`config.mk`:
```
export PLATFORM = sky130hd
export DESIGN_NAME = xor_checksum_acc
export DESIGN_NICKNAME = d
export VERILOG_FILES = /design/src/rtl/xor_checksum_acc.sv
export SDC_FILE = /design/constraint.sdc
export NUM_CORES = 1
export LEC_CHECK = 0
export CELL_PAD_IN_SITES_DETAIL_PLACEMENT = 0
export CELL_PAD_IN_SITES_GLOBAL_PLACEMENT = 1
export CORE_MARGIN = 3
export CORE_UTILIZATION = 41
export CTS_CLUSTER_SIZE = 16
export DETAILED_ROUTE_END_ITERATION = 8
export PLACE_DENSITY = 0.81
export RECOVER_POWER = 25
export SETUP_SLACK_MARGIN = 0.5
export SLEW_MARGIN = 5
export SYNTH_ARGS = -nofsm -noshare
export SYNTH_HDL_FRONTEND = slang
export SYNTH_SLANG_ARGS = --single-unit
```
`constraint.sdc`:
```
create_clock -name clk -period 4 [get_ports clk]
set_input_delay 0.4 -clock clk [delete_from_list [all_inputs] [get_ports clk]]
set_output_delay 0.4 -clock clk [all_outputs]
set_load 0.1 [all_outputs]
```
`src/rtl/xor_checksum_acc.sv`:
```
// xor_checksum_acc
//   Folds a stream of WIDTH-bit words into a per-frame XOR checksum plus one
//   parity bit. A frame closes on an accepted beat with in_last set, or when
//   the FRAME_LEN-th word is accepted. The result is registered (1-cycle
//   latency) and held until the downstream handshake completes.
//
// Ports
//   clk, rst    : single clock domain, synchronous active-high reset
//   odd_sel     : parity mode (0 even, 1 odd), captured on the first beat
//   in_data     : input word
//   in_valid    : in_data valid
//   in_last     : final word of frame (qualified by in_valid)
//   in_ready    : block can accept a word (low in HOLD and while rst is high)
//   out_sum     : XOR of all words in the frame
//   out_parity  : reduction XOR of out_sum, XORed with the frame's odd_sel
//   out_count   : number of words in the frame
//   out_valid   : result valid
//   out_ready   : downstream accepts result
module xor_checksum_acc #(
  parameter int WIDTH     = 8,
  parameter int FRAME_LEN = 4,
  parameter int CW        = $clog2(FRAME_LEN + 1)
) (
  input  logic             clk,
  input  logic             rst,
  input  logic             odd_sel,
  input  logic [WIDTH-1:0] in_data,
  input  logic             in_valid,
  input  logic             in_last,
  output logic             in_ready,
  output logic [WIDTH-1:0] out_sum,
  output logic             out_parity,
  output logic [CW-1:0]    out_count,
  output logic             out_valid,
  input  logic             out_ready
);

  typedef enum logic [1:0] {
    IDLE  = 2'd0,
    ACCUM = 2'd1,
    HOLD  = 2'd2
  } state_t;

  state_t           state;
  logic [WIDTH-1:0] acc;
  logic [CW-1:0]    cnt;
  logic             odd_lat;

  logic             accept;
  logic             first;
  logic             close;
  logic [WIDTH-1:0] acc_next;
  logic [CW-1:0]    cnt_next;
  logic             odd_eff;

  function automatic logic parity_of(input logic [WIDTH-1:0] w, input logic odd);
    return (^w) ^ odd;
  endfunction

  assign in_ready = (state != HOLD) && !rst;
  assign accept   = in_valid && in_ready;
  assign first    = (state == IDLE);

  // The first beat seeds the accumulator, so no clear is needed between frames.
  assign acc_next = first ? in_data : (acc ^ in_data);
  assign cnt_next = first ? CW'(1) : (cnt + CW'(1));

  // A single-beat frame has not latched odd_sel yet, so use the live input.
  assign odd_eff  = first ? odd_sel : odd_lat;

  // in_last and the length limit on the same beat produce a single close.
  assign close    = in_last || (cnt_next == CW'(FRAME_LEN));

  // Stage boundary: accumulate on accepted beats, register result on close
  always_ff @(posedge clk) begin
    if (rst) begin
      state      <= IDLE;
      acc        <= '0;
      cnt        <= '0;
      odd_lat    <= 1'b0;
      out_sum    <= '0;
      out_parity <= 1'b0;
      out_count  <= '0;
      out_valid  <= 1'b0;
    end else begin
      case (state)
        IDLE, ACCUM: begin
          if (accept) begin
            acc <= acc_next;
            cnt <= cnt_next;
            if (first) odd_lat <= odd_sel;
            if (close) begin
              out_sum    <= acc_next;
              out_count  <= cnt_next;
              out_parity <= parity_of(acc_next, odd_eff);
              out_valid  <= 1'b1;
              state      <= HOLD;
            end else begin
              state <= ACCUM;
            end
          end
        end
        HOLD: begin
          if (out_ready) begin
            out_valid <= 1'b0;
            state     <= IDLE;
          end
        end
        default: state <= IDLE;
      endcase
    end
  end

endmodule

```
==> flow_metrics.tcl <==
set metrics [dict create \
    outcome "finished, final reports clean" \
    rows 21 \
    cts_buffer_depth 2 \
    rsz0062_at_grt "no" \
    power_frac_seq_pct 48.5 \
    setup_ws_ps 1040 \
    report.final.slew_viol_count 0 \
    drt-initial-drc-count 42 \
    post_cts_buffers 0 \
    port_buffers 27 \
    area_growth_pct 21.8 \
    syn_area_um2 1460 \
    drc_errors 0 \
    tns_ps 0 \
    antenna_cells 0 \
    setup_viol 0 \
    drtAntennaViolNets 0 \
    nNetsFinal 203 \
    fp.dieW_um 65.8 \
    grt_overflow 0 \
    maxCapViolCount 0 \
    pin_count 28 \
    synthCells 165 \
    power.density_nw_per_um2 348 \
    p_leak_nw 0.617 \
    async_reset_ff_share_pct 0 \
    antenna_found_initial 0 \
    avgSynthCellArea_um2 8.87 \
    clkPwrFrac_pct 20.4 \
    ys_ff_latch 27 \
    first_pass_iters 4 \
    cts.sinks 27 \
    maxSlewHeadroom_pct 33.9 \
    crit_required_ps 4260 \
    synth-main-ff-cell "dfxtp_1" \
    switching_share_pct 35.7 \
    p_int_w 0.000399 \
    ys_types 31 \
    finalWirelength_mm 3.11 \
    drive_gt1_share_pct 9.09 \
    grt_max_degree 30 \
    max_clock_freq_ghz 0.338 \
    start_util_pct 43.2 \
    grt_use_total_pct 15.2 \
    min_path_type "reg -> reg" \
    power_w 0.000621 \
    cts_root_buffer "clkbuf_4" \
    yosys.area.top_type "dfxtp_1" \
    holdBufCountCts 0 \
    p_comb_share_pct 31.2 \
    grt_pass1_vias 1154 \
    vias 1199 \
    clk_latency_ps 330 \
    synth_area_leaders "dfxtp_1 (37%), xor2_1 (7.2%), nor2_1 (6.2%), mux2i_1 (5.5%), xnor2_1 (5.4%)" \
    fin_crit_ps 2960 \
    clkTransAtPathRegs_ps 160 \
    period_share_pct 73.9 \
    routabilityCongestion 0.788 \
    cp.arrival_ps 3220 \
    synth-edff-count 0 \
    hpwl_mm 2.29 \
    cts_tree "built" \
    post_drt_wl_per_cell_um 13.4 \
    htree_levels 1 \
    synth-seq-area-share_pct 36.9 \
    syn-num-nets 180 \
    crit_path_end_kind "register" \
    yosysWarnings 0 \
    cts_inserted_buffers 3 \
    vias_per_cell 5.15 \
    worst-setup-path-type "reg -> reg" \
    dp_slack_ps 1310 \
    fin_util_pct 52.6 \
    tightest_slew_ps 989 \
    synth_top_area_share_pct 36.9 \
    ir_drop_mv 0.175 \
    fill_cells 317 \
    hold_violations 0 \
    die-area_um2 4320 \
    fin_skew_ps 7.04 \
    crit_fanout 26 \
    grt_pass1_wl_mm 5.26 \
    post_cts_resized 0 \
    p_switching_w 0.000222 \
    critPathLaunchType "register" \
    fp.dieH_um 65.8 \
    core-area_um2 3390 \
]
==> worst max-delay path: stages (launching register included) <==
cell      delay [ps]
dfxtp_1          660
or2_0            700
a41oi_2          280
nor3_4           850
nor2_1           120
a311oi_2         270
==> per-stage QoR <==
stage,cells,area (µm²),hold WS (ps)
2_1_floorplan,165,1460,436
3_3_place_gp,229,1750,446
3_5_place_dp,229,1750,453
4_1_cts,233,1780,473
5_1_grt,233,1780,509
6_report,233,1780,477
==> layout by cell type, fill, tap and decap left out, drive strengths merged, types with 5 or more instances in the layout <==
cell type and count:
dfxtp 27, clkdlybuf4s50 25, nor2 24, nand2 15, xor2 12, o21ai 11, xnor2 10, a22oi 8
mux2i 8, a211oi 8, a21oi 7, nand3 5
==> flip-flops by register name, indices dropped and copies added, names as in the netlist <==
name and flops:
acc 8, out_sum 8, state 2, out_valid 1
out_parity 1, cnt 3, out_count 3, odd_lat 1
==> synth_stat cells, drive strengths merged, types with 2 or more instances <==
cell type  number
a22oi           8
o21ai          11
xnor2          10
nand3           5
a21oi           7
a211oi          8
mux2i           8
buf             5
nor3            2
nand2b          3
xor2           12
clkbuf          5
nor2b           3
inv             3
nand2          15
dfxtp          27
nor2           24
a311oi          2
==> cells by family (layout without fill, tap and decap cells) <==
logic type               count (synthesis)  in the layout  synth area share [%]
buffers and inverters                   13             35                  3.76
AND/OR/NAND/NOR                         54             54                  16.7
XOR/XNOR                                23             23                  16.0
multiplexers                             8              8                  5.47
AO/OA/AOI/OAI                           39             39                  20.3
flip-flops                              27             27                  36.9
adder cells (fa/ha/maj)                  1              1                 0.855
==> worst paths after layout <==
path	startpoint	endpoint	slack [ps]	depth (start not counted)
setup reg to reg	state[0]$_SDFFE_PP0P_	out_parity$_SDFFE_PP0P_	1040	5
hold / removal	cnt[1]$_SDFFE_PP0P_	cnt[1]$_SDFFE_PP0P_	480	2
setup / recovery	state[0]$_SDFFE_PP0P_	out_parity$_SDFFE_PP0P_	1040	5
hold reg to reg	cnt[1]$_SDFFE_PP0P_	cnt[1]$_SDFFE_PP0P_	480	2
==> layer usage <==
layer	vias up	wire (µm)	track usage [%]
met5	-	0	0
met4	0	14	3.11
met3	2	106	2.05
met2	26	1510	26.4
met1	558	1480	19.9
li1	613	-	-
==> final cells by class <==
class	instances	area, µm²	area share, %
sequential	27	541	30.3
multi-input combinational	125	868	48.7
clock buffer	3	22.5	1.26
timing repair buffer	28	275	15.4
inverter	3	11.3	0.632
tap	46	57.6	3.23
clock inverter	1	7.51	0.421
==> power groups by stage <==
stage | registers, W | clock network [W] | logic, W
after floorplan | 0.000345 | 0 | 0.000108
after global placement | 0.000306 | 0 | 0.000192
after detailed placement | 0.000307 | 0 | 0.000195
after CTS | 0.000301 | 0.000131 | 0.000196
after global routing | 0.000303 | 0.000142 | 0.000208
final | 0.000301 | 0.000126 | 0.000194
No activity file was read; power rests on OpenSTA's default activity.
